--- config.mk ---
export PLATFORM = sky130hd
export DESIGN_NAME = operand_stack
export DESIGN_NICKNAME = d
export VERILOG_FILES = /design/src/rtl/stack_pkg.sv /design/src/rtl/stack_spill_ram.sv /design/src/rtl/operand_stack.sv
export SDC_FILE = /design/constraint.sdc
export NUM_CORES = 1
export LEC_CHECK = 0
export BUFFER_PORTS_ARGS = -buffer_cell sky130_fd_sc_hd__buf_4
export CAP_MARGIN = 15
export CORE_MARGIN = 4
export CORE_UTILIZATION = 45
export CTS_BUF_LIST = sky130_fd_sc_hd__clkbuf_4 sky130_fd_sc_hd__clkbuf_8
export DETAILED_ROUTE_END_ITERATION = 16
export PLACE_DENSITY = 0.73
export SYNTH_ARGS = -nofsm -noshare
export SYNTH_HDL_FRONTEND = slang
export SYNTH_SLANG_ARGS = --single-unit
--- constraint.sdc ---
create_clock -name CLK -period 13.3 [get_ports CLK]
set_input_delay 1.33 -clock CLK [delete_from_list [all_inputs] [get_ports CLK]]
set_output_delay 1.33 -clock CLK [all_outputs]
set_load 0.02 [all_outputs]
--- src/rtl/stack_pkg.sv ---
// Shared definitions for the operand stack: datapath width and op encodings.
package stack_pkg;

    localparam int DATA_W = 16;
    localparam int OP_W   = 3;

    typedef logic [OP_W-1:0] op_t;

    localparam op_t OP_NOP   = 3'd0;
    localparam op_t OP_PUSH  = 3'd1;
    localparam op_t OP_POP   = 3'd2;
    localparam op_t OP_DUP   = 3'd3;
    localparam op_t OP_SWAP  = 3'd4;
    localparam op_t OP_BINOP = 3'd5;
    localparam op_t OP_REPL  = 3'd6;
    localparam op_t OP_RSVD  = 3'd7;

endpackage

--- src/rtl/stack_spill_ram.sv ---
// Spill storage below NOS: synchronous write, asynchronous read, no reset
// (contents are unreachable until written because depth gates every read).
module stack_spill_ram #(
    parameter int DATA_W  = 16,
    parameter int ENTRIES = 14,
    parameter int AW      = 4
) (
    input  logic              clk_i,
    input  logic              we_i,
    input  logic [AW-1:0]     waddr_i,
    input  logic [DATA_W-1:0] wdata_i,
    input  logic [AW-1:0]     raddr_i,
    output logic [DATA_W-1:0] rdata_o
);

    logic [DATA_W-1:0] mem_q [ENTRIES];

    // Spill write: NOS is pushed down into the array on a growing op.
    always_ff @(posedge clk_i) begin
        if (we_i) begin
            mem_q[waddr_i] <= wdata_i;
        end
    end

    assign rdata_o = mem_q[raddr_i];

endmodule

--- src/rtl/operand_stack.sv ---
// Operand stack with registered TOS/NOS feeding the ALU, a spill array below
// NOS, legality decode for every op, and sticky overflow/underflow flags.
module operand_stack #(
    parameter int DATA_W = stack_pkg::DATA_W,
    parameter int DEPTH  = 16
) (
    input  logic                       CLK,
    input  logic                       reset,
    input  logic                       op_valid,
    input  logic [stack_pkg::OP_W-1:0] op,
    input  logic [DATA_W-1:0]          din,
    input  logic                       err_clr,
    output logic [DATA_W-1:0]          tos,
    output logic [DATA_W-1:0]          nos,
    output logic [$clog2(DEPTH+1)-1:0] depth,
    output logic                       empty,
    output logic                       full,
    output logic                       ovf,
    output logic                       unf
);

    import stack_pkg::*;

    localparam int DW      = $clog2(DEPTH+1);
    localparam int ENTRIES = DEPTH - 2;
    localparam int AW      = (ENTRIES > 1) ? $clog2(ENTRIES) : 1;

    localparam logic [DW-1:0] D_MAX = DW'(DEPTH);
    localparam logic [DW-1:0] D1    = DW'(1);
    localparam logic [DW-1:0] D2    = DW'(2);
    localparam logic [DW-1:0] D3    = DW'(3);

    logic [DATA_W-1:0] tos_q, tos_d;
    logic [DATA_W-1:0] nos_q, nos_d;
    logic [DW-1:0]     depth_q, depth_d;
    logic              empty_q, full_q;
    logic              ovf_q, ovf_d, unf_q, unf_d;
    logic              ovf_ev, unf_ev;

    logic              has1, has2, has3, room;
    logic              spill_we;
    logic [AW-1:0]     spill_waddr, spill_raddr;
    logic [DATA_W-1:0] spill_rdata, refill;

    assign has1 = (depth_q >= D1);
    assign has2 = (depth_q >= D2);
    assign has3 = (depth_q >= D3);
    assign room = (depth_q <  D_MAX);

    // Array addressing: spill lands at depth-2, refill comes from depth-3.
    always_comb begin
        spill_waddr = '0;
        spill_raddr = '0;
        if (has2) spill_waddr = AW'(depth_q - D2);
        if (has3) spill_raddr = AW'(depth_q - D3);
    end

    // With fewer than three entries nothing sits below NOS, so refill is zero.
    assign refill = has3 ? spill_rdata : '0;

    stack_spill_ram #(
        .DATA_W  (DATA_W),
        .ENTRIES (ENTRIES),
        .AW      (AW)
    ) u_spill (
        .clk_i   (CLK),
        .we_i    (spill_we),
        .waddr_i (spill_waddr),
        .wdata_i (nos_q),
        .raddr_i (spill_raddr),
        .rdata_o (spill_rdata)
    );

    // Legality decode and next-state for the op; illegal ops only raise a flag.
    always_comb begin
        tos_d    = tos_q;
        nos_d    = nos_q;
        depth_d  = depth_q;
        spill_we = 1'b0;
        ovf_ev   = 1'b0;
        unf_ev   = 1'b0;
        if (op_valid) begin
            case (op)
                OP_PUSH: begin
                    if (room) begin
                        tos_d    = din;
                        nos_d    = tos_q;
                        spill_we = has2;
                        depth_d  = depth_q + D1;
                    end else begin
                        ovf_ev = 1'b1;
                    end
                end
                OP_POP: begin
                    if (has1) begin
                        tos_d   = nos_q;
                        nos_d   = refill;
                        depth_d = depth_q - D1;
                    end else begin
                        unf_ev = 1'b1;
                    end
                end
                OP_DUP: begin
                    if (!has1) begin
                        unf_ev = 1'b1;
                    end else if (!room) begin
                        ovf_ev = 1'b1;
                    end else begin
                        nos_d    = tos_q;
                        spill_we = has2;
                        depth_d  = depth_q + D1;
                    end
                end
                OP_SWAP: begin
                    if (has2) begin
                        tos_d = nos_q;
                        nos_d = tos_q;
                    end else begin
                        unf_ev = 1'b1;
                    end
                end
                OP_BINOP: begin
                    if (has2) begin
                        tos_d   = din;
                        nos_d   = refill;
                        depth_d = depth_q - D1;
                    end else begin
                        unf_ev = 1'b1;
                    end
                end
                OP_REPL: begin
                    if (has1) begin
                        tos_d = din;
                    end else begin
                        unf_ev = 1'b1;
                    end
                end
                default: begin
                end
            endcase
        end
        // A new error in the same cycle as a clear keeps the flag set.
        ovf_d = ovf_ev | (ovf_q & ~err_clr);
        unf_d = unf_ev | (unf_q & ~err_clr);
    end

    // State registers; status outputs are registered from the next depth.
    always_ff @(posedge CLK or negedge reset) begin
        if (!reset) begin
            tos_q   <= '0;
            nos_q   <= '0;
            depth_q <= '0;
            empty_q <= 1'b1;
            full_q  <= 1'b0;
            ovf_q   <= 1'b0;
            unf_q   <= 1'b0;
        end else begin
            tos_q   <= tos_d;
            nos_q   <= nos_d;
            depth_q <= depth_d;
            empty_q <= (depth_d == '0);
            full_q  <= (depth_d == D_MAX);
            ovf_q   <= ovf_d;
            unf_q   <= unf_d;
        end
    end

    assign tos   = tos_q;
    assign nos   = nos_q;
    assign depth = depth_q;
    assign empty = empty_q;
    assign full  = full_q;
    assign ovf   = ovf_q;
    assign unf   = unf_q;

endmodule

==> results of run 1 <==
==> area by class of cell <==
| type | instances | area [µm²] | share of cell area (%) |
|---|---|---|---|
| flip-flops and latches | 265 | 7750 | 58.9 |
| multi-input cells | 515 | 3470 | 26.4 |
| clock buffers | 63 | 736 | 5.58 |
| repair buffers | 88 | 661 | 5.01 |
| well taps | 330 | 413 | 3.13 |
| clock inverters | 13 | 91.3 | 0.693 |
| inverters | 12 | 45.0 | 0.342 |
==> worst max path at each step <==
stage,cells past startpoint,startpoint,end,slack [ns]
after detailed placement,9,depth[0],nos[15],8.66
after global placement,9,depth[0],nos[15],8.71
after CTS,9,depth[0],nos[15],8.65
final,9,depth[0],nos[15],8.67
after floorplan,5,op[0],u_spill.mem_q[12][0],8.68
after global routing,9,depth[0],nos[15],8.40
==> critical path, stage by stage, from the launching register on <==
cell and delay (ns):
dfrtp_2 0.33, buf_4 0.66, inv_1 0.64, ha_2 0.46, or2_0 0.56, nand2b_1 0.72
o221ai_1 0.39, nor2_1 0.07, nor3_1 0.43, o221ai_1 0.20
==> layout by cell type (no fill, tap or decap), types with 3 or more instances in the layout <==
cell       count
nor4_1         5
nand2b_1       6
nor3_1        20
clkbuf_4      21
o21ai_0       38
clkinv_1       7
nor2b_1        9
o2111ai_1     15
clkinv_2       3
dfrtp_1       39
a31o_1        13
clkbuf_8      42
nand3_1        5
o22a_1        31
o22ai_1       36
ha_1           8
buf_4         88
inv_1         12
nand2_1       81
a21oi_1       19
mux2i_1       50
nor3_2         4
edfxtp_1     224
and2_1         3
o221ai_2       9
xnor2_1        3
a31oi_1        3
nor2_1        69
o221ai_1      39
==> metal layers <==
layer / vias to the layer above / track usage [%] / routed length, µm
met4: 0 / 7.23 / 1000
met3: 83 / 3.64 / 2180
li1: 3494 / - / -
met1: 3947 / 28.9 / 12400
met2: 400 / 32.5 / 14000
met5: - / 0 / 0
==> flip-flops by register name, indices dropped and copies added (netlist names) <==
register	flops
nos	16
empty	1
depth	5
full	1
ovf	1
tos	16
u_spill.mem_q	224
unf	1
==> cells by family (layout without fill, tap and decap cells) <==
| group | after synthesis | after routing | share of synthesized area (%) |
|---|---|---|---|
| adder cells (fa/ha/maj) | 9 | 9 | 0.980 |
| AO/OA/AOI/OAI | 228 | 228 | 15.3 |
| XOR/XNOR | 4 | 4 | 0.305 |
| multiplexers | 50 | 50 | 4.36 |
| flip-flops | 265 | 265 | 67.5 |
| AND/OR/NAND/NOR | 224 | 224 | 8.83 |
| buffers and inverters | 75 | 176 | 2.71 |
==> power groups by stage <==
stage	registers, mW	logic [mW]	clock network (mW)
finish	1.26	0.922	0.684
CTS	1.25	0.919	0.694
global placement	1.27	0.899	0
detailed placement	1.27	0.914	0
floorplan	1.24	0.569	0
global route	1.27	1.00	0.735
==> through the flow <==
stage	total power [mW]	cell area (µm²)
finish	2.86	13200
global route	3.01	13200
CTS	2.87	13200
detailed placement	2.19	12300
global placement	2.16	12300
floorplan	1.81	11500
==> out/qor.log, run 1 <==
INFO  status         status=finished, final reports clean
INFO  yosys          synth_enable_flop_cells=224
INFO  clocking       clock_latency_on_the_worst_skew_pair=0.55ns
INFO  routing        drt_first_iter_violations=1007
INFO  layout         final_cell_count_no_fill=1286
INFO  die            design.core.area=0.0252mm²
INFO  sta            final.period_utilization=34.8%
INFO  routing        firstDrtPassIters=5
INFO  layout         areaGrowthSynthToFinish=14.6%
INFO  yosys          postSynthNetCount=887
INFO  die            ioPinCount=64
INFO  clocking       clock_tree.htree_level_count=2
INFO  clocking       cts_hold_repair.buffers=0
INFO  power          share_clk_of_total_power=23.9%
INFO  clocking       num_cts_buffers=41
INFO  clocking       clock_sink_count=265
INFO  clocking       cts_root_buffer=clkbuf_8
INFO  clocking       clock_tree.buffer_depth=3
INFO  run            max-cap-violations=0
INFO  sta            clock.fmax=216MHz
INFO  sta            report.final.hold_viol_count=0
INFO  power          p_switching=1.09mW
INFO  die            placement_rows=58
INFO  worst_setup_path reg2regPathDepth=9
INFO  global_routing grt_max_degree=66
INFO  layout         drive_gt1_share=19.6%
INFO  yosys          avgSynthCellArea=13.4µm²
INFO  global_routing antenna_found_initial=0
INFO  yosys          ys_dominant_reg_cell=edfxtp_1
INFO  placement      gpl.final_weighted_congestion=0.843
INFO  power          comb_pwr_share=32.2%
INFO  yosys          synthArstFlopShare=15.5%
INFO  sta            measured_slew_at_the_worst_slew_check_pin=1.06ns
INFO  yosys          post-synth-top-count-cell=edfxtp_1
INFO  sta            holdWs=0.541ns
INFO  worst_setup_path worstSetupPathType=reg -> reg
INFO  clocking       cts.reportedPaths.clkPinSlew=0.06ns
INFO  sta            finalMaxSlewViolations=0
INFO  die            dieArea=0.0282mm²
INFO  clocking       post_cts.resized_instances=0
INFO  hold_path      worstHoldPathCells=2
INFO  yosys          synthTopCellsByArea=edfxtp_1, dfrtp_1, mux2i_1
INFO  die            die_x=168µm
INFO  clocking       post_cts.repair.setup_buffers=0
INFO  power          cellInternalPower=1.77mW
INFO  yosys          flops_latches_synth=265
INFO  power          static-leakage-power=4.47nW
INFO  yosys          synth_top_area_cell=edfxtp_1
INFO  worst_setup_path timing.critical_path.from_type=flip-flop
INFO  global_routing grt_pass1_wl=45.8mm
INFO  sta            final.setup.worst_slack=8.67ns
INFO  sta            worst_clock_skew=0.0289ns
INFO  sta            max-slew-margin-rel=29.7%
INFO  worst_setup_path timing.critical_path.arrival=5.01ns
INFO  worst_setup_path crit-reg2reg-capture=nos[15]
INFO  clocking       tritoncts_clock_tree=done
INFO  routing        route.detailed.vias_per_inst=6.16
INFO  sta            finalWorstPathRequiredPeriod=4.63ns
INFO  global_routing total_track_usage=20.5%
INFO  worst_setup_path setup.worst_path.end_class=flip-flop
INFO  sta            setup_tns=0ns
INFO  layout         filler_cell_count=2064
INFO  placement      pre_cts_slack=8.66ns
INFO  yosys          synthDistinctLibCells=62
INFO  routing        routed_wl=29.6mm
INFO  power          switching_share=38.1%
INFO  global_routing overflow=0
INFO  yosys          syn-instance-count=855
INFO  routing        drt_drc_violations_left=0
INFO  worst_setup_path ff2ff_setup_slack=8.67ns
INFO  routing        ant_nets=0
INFO  die            floorplan.initialDensity=45.6%
INFO  placement      placement.io_buffers=63
INFO  yosys          post-synth-top-area-fraction=58.5%
INFO  hold_path      worst_hold_path.endpoint=ovf
INFO  routing        detail_route.wl_per_cell=23.0µm
INFO  yosys          synth_commonest_cells=edfxtp_1, nand2_1, nor2_1, mux2i_1, clkbuf_1
INFO  routing        detailroute.via_count=7924
INFO  die            die_h=168µm
INFO  sta            rsz0062_at_grt=no
INFO  power          power_per_cell_area=217mW/mm²
INFO  power          max-vdd-ir-drop=0.157mV
INFO  worst_setup_path cp_max_fo=65
INFO  layout         antenna-diode-count=0
INFO  hold_path      hold_crit_class=reg -> reg
INFO  power          sequentialPowerShare=43.9%
INFO  yosys          proportion_of_synthesized_chip_area_in_sequential_cells=67.5%
INFO  worst_setup_path critical_path_required=13.68ns
INFO  global_routing first_global_vias=7777
INFO  layout         layout_utilization=52.3%
INFO  worst_setup_path regToRegStartpoint=depth[0]
INFO  sta            finalSetupViolations=0
INFO  placement      dp.cells=1210
INFO  placement      detailedPlacementHpwl=17.8mm
INFO  yosys          syn-cell-area=0.0115mm²
INFO  yosys          yosys_warnings=0
INFO  hold_path      hold_path_start=ovf
INFO  layout         nets=955
No activity file was read; power rests on OpenSTA's default activity.
==> run 2, diff against run 1 <==
--- a/config.mk
+++ b/config.mk
@@ -5,6 +5,7 @@
 export SDC_FILE = /design/constraint.sdc
 export NUM_CORES = 1
 export LEC_CHECK = 0
+export ABC_AREA = 1
 export BUFFER_PORTS_ARGS = -buffer_cell sky130_fd_sc_hd__buf_4
 export CAP_MARGIN = 15
 export CORE_MARGIN = 4
==> constraint.sdc (replaced) <==
create_clock -name CLK -period 4.8 [get_ports CLK]
set_input_delay 0.48 -clock CLK [delete_from_list [all_inputs] [get_ports CLK]]
set_output_delay 0.48 -clock CLK [all_outputs]
set_load 0.02 [all_outputs]
==> out/qor.log, run 2 <==
INFO  clocking       clock_latency_on_the_worst_skew_pair=0.54ns [about the same]
INFO  routing        detailroute.via_count=8320 [+5.0%]
INFO  global_routing grt_pass1_wl=45.6mm [-0.39%]
INFO  routing        detail_route.wl_per_cell=19.3µm [-16%]
INFO  yosys          synthTopCellsByArea=edfxtp_1, dfrtp_1, nand2_1
INFO  clocking       clock_tree.htree_level_count=2 [unchanged]
INFO  layout         layout_utilization=52.6% [+0.26 points]
INFO  sta            final.period_utilization=70.7% [+36 points]
INFO  power          switching_share=36.8% [-1.3 points]
INFO  sta            finalSetupViolations=0 [unchanged]
INFO  clocking       post_cts.repair.setup_buffers=0 [unchanged]
INFO  clocking       cts.reportedPaths.clkPinSlew=0.06ns [about the same]
INFO  routing        firstDrtPassIters=5 [unchanged]
INFO  global_routing groute.layer.met2.usage=33.0% [+0.52 points]
INFO  worst_setup_path cp_max_fo=16 [-75%]
INFO  worst_setup_path ff2ff_setup_slack=1.40ns [-7.26 ns]
INFO  yosys          flops_latches_synth=265 [unchanged]
INFO  hold_path      hold_crit_class=in -> reg
INFO  global_routing total_track_usage=20.6% [+0.035 points]
INFO  die            floorplan.initialDensity=45.8% [+0.16 points]
INFO  yosys          synthDistinctLibCells=33 [-47%]
INFO  power          sequentialPowerShare=43.5% [-0.4 points]
INFO  worst_setup_path crit-reg2reg-capture=u_spill.mem_q[2][5]
INFO  placement      placement.io_buffers=63 [unchanged]
INFO  yosys          post-synth-top-area-fraction=58.2% [-0.37 points]
INFO  layout         layout.cell_area.non_filler=0.0133mm² [+0.79%]
INFO  placement      detailedPlacementHpwl=17.8mm [about the same]
INFO  hold_path      worst_hold_path.endpoint=unf
INFO  layout         nets=1197 [+25%]
INFO  yosys          avgSynthCellArea=10.6µm² [-21%]
INFO  sta            finalMaxSlewViolations=0 [unchanged]
INFO  clocking       post_cts.resized_instances=0 [unchanged]
INFO  power          static-leakage-power=5.12nW [+15%]
INFO  yosys          syn-cell-area=0.0116mm² [+0.63%]
INFO  layout         drive_gt1_share=15.7% [-3.9 points]
INFO  sta            finalWorstPathRequiredPeriod=3.40ns [-1.24 ns]
INFO  routing        ant_nets=0 [unchanged]
INFO  run            max-cap-violations=0 [unchanged]
INFO  sta            worst_clock_skew=0.0186ns [-0.0104 ns]
INFO  die            ioPinCount=64 [unchanged]
INFO  layout         filler_cell_count=2182 [+5.7%]
INFO  routing        routed_wl=29.4mm [-0.84%]
INFO  yosys          synthArstFlopShare=15.5% [unchanged]
INFO  yosys          syn-instance-count=1088 [+27%]
INFO  routing        route.detailed.vias_per_inst=5.47 [-11%]
INFO  layout         number_of_flip_flops_under_the_largest_register_name=224 [unchanged]
INFO  sta            clock.fmax=294MHz [+36%]
INFO  yosys          post-synth-top-count-cell=nand2_1
INFO  power          p_switching=2.75mW [+150%]
INFO  global_routing overflow=0 [unchanged]
INFO  layout         antenna-diode-count=0 [unchanged]
INFO  worst_setup_path worstSetupPathType=reg -> reg
INFO  placement      dp.cells=1448 [+20%]
INFO  power          cellInternalPower=4.72mW [+170%]
INFO  worst_setup_path timing.critical_path.arrival=3.55ns [-1.46 ns]
INFO  placement      gpl.final_weighted_congestion=0.903 [+7.2%]
INFO  power          share_clk_of_total_power=27.2% [+3.3 points]
INFO  clocking       clock_sink_count=265 [unchanged]
INFO  global_routing first_global_vias=8029 [+3.2%]
INFO  worst_setup_path crit_family=simple AND/OR/NAND/NOR gates
INFO  worst_setup_path critPathMaxStageDelay=0.74ns [+0.02 ns]
INFO  sta            holdWs=0.143ns [-0.398 ns]
INFO  die            die_h=168µm [+0.30%]
INFO  worst_setup_path cpMaxStageDelayCell=nor2_2
INFO  clocking       num_cts_buffers=43 [+4.9%]
INFO  hold_path      hold_path_start=err_clr
INFO  global_routing antenna_found_initial=0 [unchanged]
INFO  worst_setup_path cp.buffers_inverters=2 [unchanged]
INFO  global_routing busiest_layer=met2
INFO  yosys          postSynthNetCount=1120 [+26%]
INFO  global_routing grt_max_degree=86 [+30%]
INFO  placement      pre_cts_slack=1.45ns [-7.21 ns]
INFO  yosys          ys_dominant_reg_cell=edfxtp_1
INFO  die            die_x=168µm [+0.30%]
INFO  layout         largest-register=u_spill.mem_q
INFO  global_routing global_route.usage.met1=27.8% [-1.1 points]
INFO  worst_setup_path reg2regPathDepth=9 [unchanged]
INFO  sta            measured_slew_at_the_worst_slew_check_pin=1.12ns [+0.0681 ns]
INFO  yosys          synth_enable_flop_cells=224 [unchanged]
INFO  sta            setup_tns=0ns [unchanged]
INFO  yosys          proportion_of_synthesized_chip_area_in_sequential_cells=67.1% [-0.42 points]
INFO  layout         mostFrequentLayoutCell=nand2_1
INFO  layout         most_frequent_cells_in_the_layout=nand2_1, edfxtp_1, nand3_1, nor2_1, buf_4
INFO  power          tot_pwr=7.47mW [+160%]
INFO  routing        drt_drc_violations_left=0 [unchanged]
INFO  worst_setup_path critical_path.cell_chain=inv_1 -> ha_1 -> nand2_1 -> nor2_2 -> o21ai_1 -> nand4_1 -> inv_2 -> nand4_1 -> nor2_2
INFO  sta            max-slew-margin-rel=25.0% [-4.6 points]
INFO  layout         areaGrowthSynthToFinish=14.8%
INFO  sta            final.setup.worst_slack=1.40ns [-7.26 ns]
INFO  die            dieArea=0.0283mm² [+0.60%]
INFO  sta            report.final.hold_viol_count=0 [unchanged]
INFO  clocking       cts_root_buffer=clkbuf_8
INFO  yosys          synth_top_area_cell=edfxtp_1
INFO  yosys          yosys_warnings=0 [unchanged]
INFO  global_routing global_route_track_usage_on_met3=5.05% [+1.4 points]
INFO  status         status=finished, final reports clean
INFO  routing        drt_first_iter_violations=888 [-12%]
INFO  power          power_per_cell_area=562mW/mm² [+160%]
INFO  hold_path      worstHoldPathCells=2 [unchanged]
INFO  clocking       tritoncts_clock_tree=done
INFO  layout         final_cell_count_no_fill=1522 [+18%]
INFO  worst_setup_path setup.worst_path.end_class=flip-flop
INFO  die            placement_rows=58 [unchanged]
INFO  worst_setup_path timing.critical_path.from_type=flip-flop
INFO  die            design.core.area=0.0253mm² [+0.29%]
INFO  yosys          synth_commonest_cells=nand2_1, edfxtp_1, nand3_1, nor2_1, a21oi_1
INFO  placement      placement.cell_area=0.0124mm² [+0.10%]
INFO  power          max-vdd-ir-drop=0.381mV [+140%]
INFO  worst_setup_path regToRegStartpoint=depth[1]
INFO  sta            rsz0062_at_grt=no
INFO  worst_setup_path critical_path_required=4.95ns [-8.73 ns]
INFO  power          comb_pwr_share=29.3% [-2.9 points]
INFO  clocking       clock_tree.buffer_depth=3 [unchanged]
-- run 2: cell types whose count changed after synthesis, sizes merged, moves of 37 or more --
cell and delta:
a21oi +61, inv +47, nand2 +187, nand3 +166
nor2 +64, o221ai -48, o22ai -37
-- run 2: what timing repair did --
item,in CTS,in global routing
hold endpoints to repair,40,0
setup endpoints to repair,0,0
hold buffers,1,0
-- run 2: cells by family (layout without fill, tap and decap cells) --
| group | Yosys count | count (layout) | synth area share [%] |
|---|---|---|---|
| adder cells (fa/ha/maj) | 9 | 9 | 0.974 |
| AND/OR/NAND/NOR | 584 | 584 | 21.4 |
| multiplexers | 16 | 16 | 1.38 |
| XOR/XNOR | 7 | 7 | 0.530 |
| flip-flops | 265 | 265 | 67.1 |
| AO/OA/AOI/OAI | 94 | 94 | 4.21 |
| buffers and inverters | 113 | 217 | 4.46 |
-- run 2: per-layer routing --
metal,routed length [µm],vias to the layer above
met5,0,-
met4,765,0
met3,2590,59
met2,13900,424
met1,12100,3969
li1,-,3868
-- run 2: how the worst max path moves through the flow --
stage	depth (start not counted)	start	slack, ns	endpoint
floorplan	10	depth[0]	1.33	u_spill.mem_q[0][0]
global placement	12	depth[0]	1.56	nos[4]
detailed placement	9	depth[1]	1.45	u_spill.mem_q[7][7]
CTS	9	depth[1]	1.42	u_spill.mem_q[7][15]
global route	9	depth[1]	1.17	u_spill.mem_q[2][15]
finish	9	depth[1]	1.40	u_spill.mem_q[2][5]
-- run 2: final cells by class --
cell class	count	area (µm²)	share of cell area [%]
clock buffers	65	788	5.94
well taps	330	413	3.11
clock inverters	7	105	0.792
repair buffers	85	661	4.98
multi-input cells	710	3330	25.1
inverters	60	225	1.70
flip-flops and latches	265	7750	58.4
-- run 2: power groups by stage --
| stage | clock network (mW) | logic, mW | registers (mW) |
|---|---|---|---|
| 2_1_floorplan | 0 | 1.37 | 3.23 |
| 3_3_place_gp | 0 | 2.14 | 3.28 |
| 3_5_place_dp | 0 | 2.17 | 3.29 |
| 4_1_cts | 2.06 | 2.18 | 3.24 |
| 5_1_grt | 2.16 | 2.39 | 3.28 |
| 6_report | 2.03 | 2.18 | 3.25 |
